$ cat src/rtl/uart_rx_fsm.sv
// UART receive frame controller: sequences start/data/parity/stop phases and the counter, sampler and checker strobes.
// Strobes are combinational from state and edge_cnt; result pulses are registered one cycle after STOP/LAST. No backpressure.
module uart_rx_fsm #(
    parameter int OVERSAMPLE = 8,
    parameter int EDGE_W     = 3,
    parameter int BIT_W      = 4,
    parameter int DATA_W     = 8
) (
    input  logic              CLK,
    input  logic              RST,
    input  logic              RX_IN,
    input  logic              PAR_EN,
    input  logic [EDGE_W-1:0] edge_cnt,
    input  logic [BIT_W-1:0]  bit_cnt,
    input  logic              strt_glitch,
    input  logic              par_err,
    input  logic              stp_err,
    output logic              cnt_enable,
    output logic              cnt_clr,
    output logic              dat_samp_en,
    output logic              deser_en,
    output logic              strt_chk_en,
    output logic              par_chk_en,
    output logic              stp_chk_en,
    output logic              data_valid,
    output logic              parity_error,
    output logic              frame_error
);

    typedef enum logic [2:0] {
        IDLE,
        START,
        DATA,
        PARITY,
        STOP
    } state_t;

    state_t state_q;
    state_t state_d;
    logic   par_en_q;
    logic   par_lat_q;
    logic   chk;
    logic   last;
    logic   stop_done;
    logic   frame_start;

    assign chk         = (edge_cnt == EDGE_W'(OVERSAMPLE - 2));
    assign last        = (edge_cnt == EDGE_W'(OVERSAMPLE - 1));
    assign stop_done   = (state_q == STOP) && last;
    // A new frame begins either from the idle line or directly out of the stop bit.
    assign frame_start = !RX_IN && ((state_q == IDLE) || stop_done);

    always_comb begin
        state_d     = state_q;
        cnt_enable  = 1'b0;
        cnt_clr     = 1'b0;
        dat_samp_en = 1'b0;
        deser_en    = 1'b0;
        strt_chk_en = 1'b0;
        par_chk_en  = 1'b0;
        stp_chk_en  = 1'b0;
        case (state_q)
            IDLE: begin
                cnt_clr = 1'b1;
                if (!RX_IN) state_d = START;
            end
            START: begin
                cnt_enable  = 1'b1;
                dat_samp_en = 1'b1;
                strt_chk_en = chk;
                if (last) state_d = strt_glitch ? IDLE : DATA;
            end
            DATA: begin
                cnt_enable  = 1'b1;
                dat_samp_en = 1'b1;
                deser_en    = chk;
                if (last && (bit_cnt == BIT_W'(DATA_W)))
                    state_d = par_en_q ? PARITY : STOP;
            end
            PARITY: begin
                cnt_enable  = 1'b1;
                dat_samp_en = 1'b1;
                par_chk_en  = chk;
                if (last) state_d = STOP;
            end
            STOP: begin
                cnt_enable  = 1'b1;
                dat_samp_en = 1'b1;
                stp_chk_en  = chk;
                if (last) begin
                    cnt_clr = 1'b1;
                    state_d = RX_IN ? IDLE : START;
                end
            end
            default: state_d = IDLE;
        endcase
        // While reset is asserted the outputs look like IDLE regardless of the state register.
        if (!RST) begin
            cnt_clr     = 1'b1;
            cnt_enable  = 1'b0;
            dat_samp_en = 1'b0;
            deser_en    = 1'b0;
            strt_chk_en = 1'b0;
            par_chk_en  = 1'b0;
            stp_chk_en  = 1'b0;
        end
    end

    always_ff @(posedge CLK) begin
        if (!RST) begin
            state_q      <= IDLE;
            par_en_q     <= 1'b0;
            par_lat_q    <= 1'b0;
            data_valid   <= 1'b0;
            parity_error <= 1'b0;
            frame_error  <= 1'b0;
        end else begin
            state_q <= state_d;
            if ((state_q == IDLE) && !RX_IN) par_en_q <= PAR_EN;
            if (frame_start)
                par_lat_q <= 1'b0;
            else if ((state_q == PARITY) && last)
                par_lat_q <= par_err;
            // Stop error outranks parity error; a good frame needs neither.
            frame_error  <= stop_done && stp_err;
            parity_error <= stop_done && !stp_err && par_lat_q;
            data_valid   <= stop_done && !stp_err && !par_lat_q;
        end
    end

endmodule
$ cat config.mk
export PLATFORM = sky130hd
export DESIGN_NAME = uart_rx_fsm
export DESIGN_NICKNAME = d
export VERILOG_FILES = /design/src/rtl/uart_rx_fsm.sv
export SDC_FILE = /design/constraint.sdc
export NUM_CORES = 1
export LEC_CHECK = 0
export BUFFER_PORTS_ARGS = -buffer_cell sky130_fd_sc_hd__buf_2
export CORE_AREA = 2 2 39 41
export DETAILED_ROUTE_END_ITERATION = 12
export DIE_AREA = 0 0 41 43
export PLACE_DENSITY = 0.7
export SLEW_MARGIN = 5
export SYNTH_ARGS = -nofsm -noshare
export SYNTH_HDL_FRONTEND = slang
export SYNTH_SLANG_ARGS = --single-unit
$ cat constraint.sdc
create_clock -name CLK -period 2.4 [get_ports CLK]
set_input_delay 0.24 -clock CLK [delete_from_list [all_inputs] [get_ports CLK]]
set_output_delay 0.24 -clock CLK [all_outputs]
set_load 0.02 [all_outputs]
==> qor.yml, run 1 <==
first_pass_iters: 4
io_buffers: 23
final_nets: 99
syn_inst: 61
rsz0062_at_grt: "false"
cts_tree: "done"
dr.max_layer_used: "met3"
drt_wl_total_mm: 1.21
relSlewSlack_pct: 67.8
core-area_um2: 1380
ys_ff_latch: 8
crit_type: "flop to primary output"
hold_path_class: "primary input to flop"
grt_pass1_vias: 474
synth_edf_count: 0
layout-drive-gt1-share_pct: 39.8
cts_max_path_buffers: 2
final_cell_area_um2: 638
ys.flop_type: "dfxtp_1"
drt_iter0_drc: 13
drv_slew: 0
outcome: "finished, final reports clean"
cp-start-kind: "flop"
synth.area.top_cells: "dfxtp_1, nor2_1, nor3_1"
num_vias: 552
hold_viol: 0
wl_met1_um: 485
ctsResizeCount: 0
die_x_um: 41
fin_worst_skew_ps: 8.48
num_antenna_cells: 0
ctsHoldBuffers: 0
fin_tns_setup_ps: 0
clkPwrFrac_pct: 26.3
power_frac_seq_pct: 43.5
grt_max_degree: 14
numCtsBuffers: 3
final_util_pct: 46.1
grt_pass1_wl_mm: 1.90
critPathMaxFanout: 13
async_reset_ff_share_pct: 0
synth_area_um2: 505
place_area_um2: 616
drc: 0
cts_setup_buffers: 0
finalPower_mw: 0.393
internal-power_mw: 0.256
period_minus_slack_ps: 1770
p_leak_nw: 0.276
yosysTopAreaCell: "dfxtp_1"
synth-seq-area-share_pct: 31.7
cts.clk_slew.worst_paths_ps: 60
clock-root-buffer: "clkbuf_4"
cts.sinks: 8
ant_nets: 0
synth_cell_types: 33
overflow: 0
antenna_found_initial: 0
combPwrFrac_pct: 30.2
area_growth_pct: 26.2
sw_frac_of_total_pct: 34.9
syn-num-nets: 75
fmax_ghz: 0.565
place_congestion: 0.910
syn-mean-instance-area_um2: 8.29
dp_hpwl_um: 939
hold_slack_ps: 174
post-route-period-util_pct: 73.7
clock_latency_ps: 250
yosysWarnings: 0
setup_viol: 0
ios: 24
nFillCells: 148
end_kind: "primary output"
htreeDepth: 1
die-area_um2: 1760
power.density_nw_per_um2: 616
start_util_pct: 36.5
worstPathRequired_ps: 2160
yosysTopAreaCellShare_pct: 31.7
drv_cap: 0
p_sw_mw: 0.137
worst_pin_slew_ps: 483
wl_met3_um: 108
met2WireLength_um: 615
peakVddDrop_uv: 229
crit_arrival_ps: 1530
viasPerCell: 5.58
grt_usage_pct: 15.5
rows: 14
wl_per_cell_um: 12.2
die_h_um: 43
[power by group through the flow]
| stage | registers, mW | clock network (mW) | logic (mW) |
|---|---|---|---|
| CTS | 0.171 | 0.110 | 0.119 |
| detailed placement | 0.173 | 0 | 0.119 |
| global placement | 0.171 | 0 | 0.116 |
| finish | 0.171 | 0.103 | 0.119 |
| floorplan | 0.152 | 0 | 0.115 |
| global route | 0.174 | 0.114 | 0.133 |
[layer usage]
metal | track usage, % | vias up
met5 | 0 | -
met4 | 9.33 | 0
met3 | 2.09 | 0
met2 | 24.1 | 32
met1 | 19.2 | 253
li1 | - | 267
[flip-flops by register name, summed over array words and instances (netlist names)]
register      count
state_q           3
frame_error       1
data_valid        1
parity_error      1
par_lat_q         1
par_en_q          1
[final timing paths]
check / startpoint / to / slack [ps] / depth (start not counted)
worst max register to register: state_q[1]$_SDFFE_PN0P_ / state_q[0]$_SDFFE_PN0P_ / 840 / 4
worst min-delay path: stp_err / data_valid$_SDFF_PN0_ / 170 / 2
worst max-delay path: state_q[1]$_SDFFE_PN0P_ / dat_samp_en / 630 / 3
worst min register to register: par_lat_q$_SDFFE_PP0P_ / data_valid$_SDFF_PN0_ / 450 / 1
[final cells by class]
class / count / area (um2) / area share (%)
clock buffers: 3 / 22.5 / 3.53
well taps: 16 / 20.0 / 3.14
multi-input cells: 46 / 309 / 48.4
inverters: 3 / 11.3 / 1.76
flip-flops and latches: 8 / 160 / 25.1
repair buffers: 23 / 115 / 18.0
[through the flow]
stage,cells,setup slack (ps)
after floorplan,61,763
after global placement,96,932
after detailed placement,96,893
after CTS,99,621
after global routing,99,539
final,99,630
[critical path, cell delays in order (launching register included)]
cell      delay, ps
dfxtp_1         450
or3b_4          470
a21boi_1        170
buf_2           190
[placed cells by master, fill, tap and decap left out]
cell and n:
clkbuf_4 3, nor2_1 9, nand2b_1 2, o21bai_2 1
a41o_1 1, o21a_1 1, nor3_1 5, a211oi_2 1
nand4_1 2, a21boi_1 1, o31ai_1 2, nand3_1 1
a21o_1 1, o41ai_1 1, or3_1 1, a21oi_2 1
nor2b_1 2, buf_2 23, or3b_4 1, nor4_1 2
nand2b_2 1, dfxtp_1 8, nand4b_1 1, nor3b_1 1
a21oi_1 1, nor4b_2 1, inv_1 3, nand2_1 1
or2_1 1, mux2i_1 1, o2111ai_1 1, a211oi_1 1
and3_2 1
[synthesized netlist by cell type, types with 2 or more instances]
cell type / count
buf_2: 2
buf_4: 2
dfxtp_1: 8
inv_1: 3
nand2b_1: 2
nand4_1: 2
nor2_1: 9
nor2b_1: 2
nor3_1: 5
nor4_1: 2
o31ai_1: 2
[kinds of logic (layout without fill, tap and decap cells)]
kind of cell	count (synthesis)	count (layout)	share of synthesized area [%]
simple gates	32	32	37.4
compound gates	13	13	21.8
buf+inv	7	29	7.18
flops	8	8	31.7
mux	1	1	1.98
Note: power is estimated with default switching activity, not from simulation.
==> run 2: changes to the inputs <==
--- a/config.mk
+++ b/config.mk
@@ -5,11 +5,12 @@
 export SDC_FILE = /design/constraint.sdc
 export NUM_CORES = 1
 export LEC_CHECK = 0
+export ABC_AREA = 1
 export BUFFER_PORTS_ARGS = -buffer_cell sky130_fd_sc_hd__buf_2
 export CORE_AREA = 2 2 39 41
 export DETAILED_ROUTE_END_ITERATION = 12
 export DIE_AREA = 0 0 41 43
-export PLACE_DENSITY = 0.7
+export PLACE_DENSITY = 0.72
 export SLEW_MARGIN = 5
 export SYNTH_ARGS = -nofsm -noshare
 export SYNTH_HDL_FRONTEND = slang
==> constraint.sdc (replaced) <==
create_clock -name CLK -period 1.4 [get_ports CLK]
set_input_delay 0.14 -clock CLK [delete_from_list [all_inputs] [get_ports CLK]]
set_output_delay 0.14 -clock CLK [all_outputs]
set_load 0.02 [all_outputs]
==> run 2 against run 1 <==
Against the previous run: sequential power is 98% higher; via count grew 7.1%; register-to-register slack worse by 660 ps; critical path depth increased by 2; die area unchanged; synthesized cell count rose by 36%; critical path type unchanged; highest routed layer is now met4.
==> qor.yml, run 2 <==
r2r-start: "state_q[1]$_SDFFE_PN0P_"
regArea_um2: 166  # +3.9%
start_util_pct: 36.2  # -0.36 points
antenna_found_initial: 0  # unchanged
num_vias: 591  # +7.1%
crit_arrival_ps: 1190  # -340 ps
cts_max_path_buffers: 2  # unchanged
relSlewSlack_pct: 83.6  # +16 points
wl_per_cell_um: 8.94  # -27%
ys.flop_type: "dfxtp_1"
cts.clk_slew.worst_paths_ps: 60  # about the same
synth-seq-area-share_pct: 32.0  # +0.32 points
overflow: 0  # unchanged
hold_viol: 0  # unchanged
setup_viol: 0  # unchanged
rows: 14  # unchanged
end_kind: "primary output"
outcome: "finished, final reports clean"
yosysWarnings: 0  # unchanged
rsz0062_at_grt: "false"
syn_inst: 83  # +36%
cts_tree: "done"
p_leak_nw: 0.372  # +35%
crit_path_top_delay_cell: "dfxtp_4"
critPathMaxFanout: 6  # -7
layout_commonest_cell: "buf_2"
fin_worst_skew_ps: 6.43  # -2.04 ps
synth.area.top_cells: "dfxtp_1, nand2_1, inv_1"
layout-drive-gt1-share_pct: 35.5  # -4.3 points
clock_latency_ps: 260  # about the same
synth_area_um2: 500  # -0.99%
crit_start: "state_q[0]$_SDFFE_PN0P_"
top_register: "state_q"
rrSetupSlack_ps: 180  # -660 ps
drt_wl_total_mm: 1.13  # -6.9%
nFillCells: 156  # +5.4%
drc: 0  # unchanged
multi_input_area_um2: 273  # -12%
grt_usage_pct: 15.2  # -0.34 points
final_nets: 126  # +27%
cp-start-kind: "flop"
hold_path_class: "primary input to flop"
numCtsBuffers: 3  # unchanged
dp_hpwl_um: 840  # -11%
grt_pass1_vias: 450  # -5.1%
num_antenna_cells: 0  # unchanged
power_frac_seq_pct: 30.1  # -13 points
drv_cap: 0  # unchanged
worstPathRequired_ps: 1260  # -900 ps
post-route-period-util_pct: 94.7
syn-num-nets: 97  # +29%
fin_tns_setup_ps: 0  # unchanged
path_buf_inv: 2  # +1
syn-mean-instance-area_um2: 6.03  # -27%
period_minus_slack_ps: 1330
die_x_um: 41  # unchanged
p_sw_mw: 0.485  # +250%
grt_pass1_wl_mm: 1.82  # -4.4%
clock-root-buffer: "clkbuf_4"
synth_cell_types: 16  # -52%
area_growth_pct: 36.7
first_pass_iters: 4  # unchanged
die-area_um2: 1760  # unchanged
final_cell_mix: "buf_2, nand2_1, inv_1, nor2_1, nand3_1"
cp_top_family: "flip-flops"
cp-endpoint: "cnt_clr"
crit_path_max_incr_delay_ps: 370  # -100 ps
worst_pin_slew_ps: 245  # -238 ps
die_h_um: 43  # unchanged
synth_commonest_cells: "nand2_1, inv_1, nor2_1"
place_congestion: 0.820  # -9.9%
combPwrFrac_pct: 53.9  # +24 points
fmax_ghz: 0.755
power.density_nw_per_um2: 1640  # +170%
r2r_cells: 9  # +5
io_buffers: 23  # unchanged
crit_type: "flop to primary output"
clkPwrFrac_pct: 15.9  # -10 points
viasPerCell: 4.69  # -16%
synthMostInstantiatedCell: "nand2_1"
internal-power_mw: 0.636  # +150%
htreeDepth: 1  # unchanged
path_cells: "nor2_4, buf_4, nand2_1, nand3_1, buf_2"
yosysTopAreaCell: "dfxtp_1"
yosysTopAreaCellShare_pct: 32.0  # +0.32 points
largest_register_ffs: 3  # unchanged
grt_max_degree: 10  # -4
async_reset_ff_share_pct: 0  # unchanged
peakVddDrop_uv: 618  # +170%
ios: 24  # unchanged
r2r-end: "state_q[1]$_SDFFE_PN0P_"
core-area_um2: 1380  # unchanged
drt_iter0_drc: 21  # +8
ys_ff_latch: 8  # unchanged
cp.depth: 5  # +2
cts.sinks: 8  # unchanged
ant_nets: 0  # unchanged
sw_frac_of_total_pct: 43.2  # +8.3 points
synth_edf_count: 0  # unchanged
drv_slew: 0  # unchanged
final_util_pct: 49.5  # +3.3 points
-- run 2: layer usage --
layer / share of wire, % / global-route usage, % / wire length (um)
met5: 0 / 0 / 0
met3: 6.9 / 1.57 / 78
met4: 2.0 / 12.0 / 23
met1: 47 / 20.5 / 526
met2: 44 / 20.9 / 496
-- run 2: how the worst min path moves through the flow --
stage | cells after the start | endpoint | start
CTS | 3 | frame_error$_SDFF_PN0_ | stp_err
global route | 3 | frame_error$_SDFF_PN0_ | stp_err
detailed placement | 3 | frame_error$_SDFF_PN0_ | stp_err
finish | 3 | frame_error$_SDFF_PN0_ | stp_err
floorplan | 2 | frame_error$_SDFF_PN0_ | stp_err
global placement | 3 | frame_error$_SDFF_PN0_ | stp_err
-- run 2: repair_timing --
item,4_1_cts,5_1_grt
pin swaps,1,1
gates resized for setup,3,8
hold buffers,0,0
setup endpoints to repair,3,7
cloned,0,0
buffers inserted,2,1
-- run 2: cells by family (layout without fill, tap and decap cells) --
family / after synthesis / in the layout / share of synthesized area (%)
buffers and inverters: 17 / 44 / 15.0
flip-flops: 8 / 8 / 32.0
AO/OA/AOI/OAI: 8 / 8 / 8.00
AND/OR/NAND/NOR: 50 / 50 / 45.0
-- run 2: cell type report --
| type | count | area share (%) |
|---|---|---|
| inverters | 15 | 8.23 |
| flip-flops and latches | 8 | 24.3 |
| well taps | 16 | 2.93 |
| multi-input cells | 58 | 39.9 |
| clock buffers | 3 | 3.29 |
| repair buffers | 26 | 21.4 |
-- run 2: power by group through the flow --
stage / registers (mW) / logic (mW) / clock network (mW)
floorplan: 0.313 / 0.414 / 0
global placement: 0.322 / 0.494 / 0
detailed placement: 0.322 / 0.500 / 0
CTS: 0.329 / 0.551 / 0.181
global route: 0.342 / 0.694 / 0.191
finish: 0.338 / 0.605 / 0.179
-- run 2: stage by stage --
| step | total power [mW] | area [um2] | instances | setup WS, ps | hold WS, ps |
|---|---|---|---|---|---|
| finish | 1.12 | 684 | 126 | 74.8 | 133 |
| global route | 1.23 | 684 | 126 | 12.8 | 154 |
| CTS | 1.06 | 662 | 125 | 23.2 | 131 |
| detailed placement | 0.823 | 617 | 120 | 172 | 395 |
| global placement | 0.816 | 617 | 120 | 223 | 392 |
| floorplan | 0.727 | 500 | 83 | 182 | 281 |
-- run 2: worst reg2reg max path, cell delays in order (launching register included) --
cell	delay, ps
dfxtp_2	410
nor2_4	60
buf_4	140
buf_4	130
nand3_1	60
nand2_1	60
inv_2	90
nand3_1	80
nand2_1	60
nor2_1	40
